==> config.mk <==
export PLATFORM = sky130hd
export DESIGN_NAME = cacheline_arbiter
export DESIGN_NICKNAME = d
export VERILOG_FILES = /design/src/rtl/cacheline_arbiter.sv
export SDC_FILE = /design/constraint.sdc
export NUM_CORES = 1
export LEC_CHECK = 0
export CAP_MARGIN = 20
export CELL_PAD_IN_SITES_DETAIL_PLACEMENT = 0
export CELL_PAD_IN_SITES_GLOBAL_PLACEMENT = 2
export CORE_AREA = 2 2 546 548
export CTS_CLUSTER_SIZE = 25
export DETAILED_ROUTE_END_ITERATION = 10
export DIE_AREA = 0 0 548 550
export PLACE_DENSITY_LB_ADDON = 0.1
export SLEW_MARGIN = 20
export SYNTH_ARGS = -nofsm -noshare
export SYNTH_HDL_FRONTEND = slang
export SYNTH_SLANG_ARGS = --single-unit
export TNS_END_PERCENT = 1
==> constraint.sdc <==
create_clock -name clk -period 2.1 [get_ports clk]
set_input_delay 0.315 -clock clk [delete_from_list [all_inputs] [get_ports clk]]
set_output_delay 0.315 -clock clk [all_outputs]
set_load 0.01 [all_outputs]
==> src/rtl/cacheline_arbiter.sv <==
`default_nettype none
// ============================================================================
// Module      : cacheline_arbiter
// Description : Shares one physical-memory cacheline port between the
//               I-cache and D-cache. One whole-line transaction at a time,
//               round-robin on ties, request fields latched at grant.
// Revision    : 1.0 - initial release
// ============================================================================
module cacheline_arbiter #(
  parameter int LINE_WIDTH = 256,
  parameter int ADDR_WIDTH = 32
) (
  input  logic                  clk,
  input  logic                  rst,
  // I-cache port
  input  logic                  i_read,
  input  logic [ADDR_WIDTH-1:0] i_address,
  output logic [LINE_WIDTH-1:0] i_rdata,
  output logic                  i_resp,
  // D-cache port
  input  logic                  d_read,
  input  logic                  d_write,
  input  logic [ADDR_WIDTH-1:0] d_address,
  input  logic [LINE_WIDTH-1:0] d_wdata,
  output logic [LINE_WIDTH-1:0] d_rdata,
  output logic                  d_resp,
  // physical memory port
  output logic                  pmem_read,
  output logic                  pmem_write,
  output logic [ADDR_WIDTH-1:0] pmem_address,
  output logic [LINE_WIDTH-1:0] pmem_wdata,
  input  logic [LINE_WIDTH-1:0] pmem_rdata,
  input  logic                  pmem_resp
);

  typedef enum logic [1:0] {
    IDLE    = 2'd0,
    SERVE_I = 2'd1,
    SERVE_D = 2'd2
  } state_t;

  state_t                  r_state;
  state_t                  w_state_next;
  logic                    r_last_grant;   // 0 = I, 1 = D
  logic                    r_op_write;
  logic [ADDR_WIDTH-1:0]   r_addr_q;
  logic [LINE_WIDTH-1:0]   r_wdata_q;

  logic                    w_pending_i;
  logic                    w_pending_d;
  logic                    w_grant_i;
  logic                    w_grant_d;
  logic                    w_busy;

  assign w_pending_i = i_read;
  assign w_pending_d = d_read | d_write;

  // Next-state and grant decision; grants are only made from IDLE.
  always_comb begin
    w_state_next = r_state;
    w_grant_i    = 1'b0;
    w_grant_d    = 1'b0;
    case (r_state)
      IDLE: begin
        if (w_pending_i && w_pending_d) begin
          // tie: serve the port that did not win last time
          if (r_last_grant) w_grant_i = 1'b1;
          else              w_grant_d = 1'b1;
        end else if (w_pending_i) begin
          w_grant_i = 1'b1;
        end else if (w_pending_d) begin
          w_grant_d = 1'b1;
        end
        if (w_grant_i) w_state_next = SERVE_I;
        if (w_grant_d) w_state_next = SERVE_D;
      end
      SERVE_I: if (pmem_resp) w_state_next = IDLE;
      SERVE_D: if (pmem_resp) w_state_next = IDLE;
      default: w_state_next = IDLE;
    endcase
  end

  // State register plus the transaction fields captured at grant time.
  always_ff @(posedge clk) begin
    if (rst) begin
      r_state      <= IDLE;
      r_last_grant <= 1'b1;
      r_op_write   <= 1'b0;
      r_addr_q     <= '0;
      r_wdata_q    <= '0;
    end else begin
      r_state <= w_state_next;
      if (w_grant_i) begin
        r_addr_q     <= i_address;
        r_op_write   <= 1'b0;
        r_last_grant <= 1'b0;
      end
      if (w_grant_d) begin
        r_addr_q     <= d_address;
        // a simultaneous read+write request is treated as a write-back
        r_op_write   <= d_write;
        r_wdata_q    <= d_wdata;
        r_last_grant <= 1'b1;
      end
    end
  end

  // Memory side is driven purely from registers, so requester inputs
  // never reach the pmem outputs combinationally.
  assign w_busy       = (r_state != IDLE);
  assign pmem_read    = w_busy & ~r_op_write;
  assign pmem_write   = w_busy &  r_op_write;
  assign pmem_address = r_addr_q;
  assign pmem_wdata   = r_wdata_q;

  // Responses relay the memory pulse only to the port being served.
  assign i_resp  = (r_state == SERVE_I) & pmem_resp;
  assign d_resp  = (r_state == SERVE_D) & pmem_resp;
  assign i_rdata = pmem_rdata;
  assign d_rdata = pmem_rdata;

endmodule
`default_nettype wire

==> impl_metrics.yaml <==
die:
  fp.dieH_um: 550
  core_um2: 296000
  start_util_pct: 5.16
  rows: 200
  die_w_um: 548
  dieArea_um2: 301000
  ios: 1386
cts:
  htreeDepth: 2
  clkSlewWorstSetupHoldPaths_ns: 0.05
  cts_root_buf: "clkbuf_16"
  cts_tree: "built"
  clkLatencyLatePin_ns: 0.67
  cts_buffer_depth: 3
  cts_made_buffers: 52
  cts.sinks: 292
finish:
  synthToLayoutAreaGrowth_pct: 61.4
  multiInputGateArea_um2: 4810
  nets: 2570
  area.sequential_um2: 5850
  drive_above_1_share_pct: 9.55
  utilization_pct: 8.33
  final_cells: 5967
  n_fill_cell: 34386
drt:
  ant_nets: 0
  drt_first_pass_iters: 5
  avgViaCountPerCell: 2.31
  vias: 13778
  drc_errors: 0
  wl_mm: 109
  drt_iter0_drc: 603
  wire_per_inst_um: 18.3
timing:
  hold_viol_final: 0
  grt_setup_unrepaired: "yes"
  worst_slew_pin_slew_ns: 0.560
  min_period_ns: 1.99
  finClkSkew_ns: 0.0272
  drv_slew: 0
  setup_viol: 0
  max_freq_ghz: 0.502
  period_share_pct: 94.9
  relSlewSlack_pct: 62.8
global_route:
  antenna_found_initial: 27
  grt_first_pass_wirelength_mm: 143
  grt_remaining_overflow: 0
  grt_pass1_vias: 14918
  grt_max_degree: 82
  gr-usage-all-layers_pct: 6.97
logic_synthesis:
  synthCells: 1895
  yosysWarnings: 0
  avgSynthCellArea_um2: 8.04
  yosysUniqueCellTypes: 28
  syn_area_um2: 15200
  synth-seq-cells: 292
  synth.yosys.seq_area_share_pct: 38.4
  synth_fp_nets: 2480
worst_setup_path:
  path_class: "reg -> out"
  endpoint_kind: "output port"
  start_kind: "flip-flop"
  cp_max_fo: 4
  crit_start: "r_state[0]"
  cp.required_ns: 1.78
  r2r-start: "r_state[0]"
  arrival_ns: 1.68
placed_design:
  io_buffer_count: 617
  hpwlAfterDp_mm: 83.1
  gp_congestion: 0.666
  placedCellCount: 5867
min_path:
  min_from: "d_wdata[74]"
  hold_path.class: "in -> reg"
run_status:
  status: "completed"
pwr:
  p_leak_nw: 7.45
  p_per_area_nw_per_um2: 873
  ir_drop_uv: 595
job:
  drv_cap: 0
-- final timing paths --
check,to,slack (ns),cells past startpoint
worst max-delay path,pmem_write,0.11,5
worst min-delay path,pmem_wdata[74],0.19,3
worst max register to register,pmem_wdata[202],0.20,7
worst min register to register,pmem_wdata[253],0.47,2
-- flip-flops by register name, summed over array words and instances, names as in the netlist --
name	count
r_last_grant	1
r_op_write	1
pmem_wdata	256
r_state	2
pmem_address	32
-- Yosys cell counts (all sizes together) --
master     n  area share [%]
buf      572              28
dfxtp    292              38
o21ai    290             9.5
nand3    289             9.5
a21oi    260             8.5
clkbuf   107             2.7
nor2      34            0.84
a311oi    32             1.9
ha         3            0.25
inv        3           0.074
nor2b      3            0.12
and2       2           0.082
a2bb2oi    1           0.098
a32oi      1           0.057
nand2      1           0.025
nand2b     1           0.041
nor3       1           0.033
o2bb2ai    1           0.057
o31a       1           0.057
o31ai      1           0.049
-- cells in the final DEF, fill, tap and decap left out, types with 5 or more instances in the layout --
master / n
a21oi_1: 260
nor2_1: 33
clkdlybuf4s50_1: 570
a311oi_1: 31
clkbuf_16: 52
clkbuf_1: 14
buf_12: 35
nand3_1: 289
dfxtp_1: 290
diode_2: 7
clkbuf_8: 12
o21ai_1: 148
o21ai_0: 142
clkinv_2: 5
buf_4: 63
dlygate4sd2_1: 39
-- logic make-up (layout without fill, tap and decap cells) --
| family | count (synthesis) | count (layout) | synth area share [%] |
|---|---|---|---|
| other | 0 | 7 | 0 |
| DFF | 292 | 292 | 38.4 |
| adders and majority gates | 3 | 3 | 0.246 |
| and+or+nand+nor | 331 | 331 | 10.6 |
| buffers and inverters | 682 | 808 | 30.5 |
| AOI/OAI and AO/OA | 587 | 587 | 20.3 |
-- through the flow --
| step | hold slack, ns | cell area [um2] | TNS [ns] | setup WS [ns] | total power, mW |
|---|---|---|---|---|---|
| floorplan | 0.463 | 15200 | 0 | 0.448 | 9.93 |
| global placement | 0.462 | 22900 | -17.55 | -0.291 | 13.2 |
| detailed placement | 0.468 | 22900 | -9.41 | -0.265 | 13.1 |
| CTS | 0.0736 | 24600 | -0.0505 | -0.0344 | 22.5 |
| global route | 0.136 | 24600 | -0.0272 | -0.0193 | 22.9 |
| finish | 0.192 | 24600 | 0 | 0.107 | 21.5 |
-- layer usage --
layer | share of wire (%) | GRT usage, %
met4 | 5.3 | 3.64
met2 | 47 | 11.8
met1 | 36 | 6.90
met5 | 0.23 | 0.188
met3 | 12 | 3.73
-- final cells by class --
cell class	instances	area share, %
clock buffer	78	6.17
inverter	3	0.0763
tap	3939	20.0
timing repair buffer	715	29.7
multi-input combinational	921	19.5
clock inverter	12	0.605
antenna	7	0.0712
sequential	292	23.8
-- power breakdown --
| group | switching (mW) | leakage [nW] | total [mW] | internal (mW) |
|---|---|---|---|---|
| combinational | 3.54 | 4.24 | 6.13 | 2.59 |
| sequential | 0.351 | 2.40 | 6.53 | 6.18 |
| clock | 3.64 | 0.816 | 8.83 | 5.19 |
-- worst max-delay path, cell delays in order, from the launching register on --
cell	delay [ns]
dfxtp_2	0.34
inv_2	0.06
ha_4	0.19
buf_6	0.15
nor2b_4	0.13
buf_12	0.13
-- what timing repair did --
action,CTS,global route
pin swaps,1,0
setup buffers,2,0
gates resized for setup,59,2
hold buffers,1,0
endpoints found under the setup margin,43,4
endpoints found under the hold margin,20,0
(Power assumes the default switching activity.)
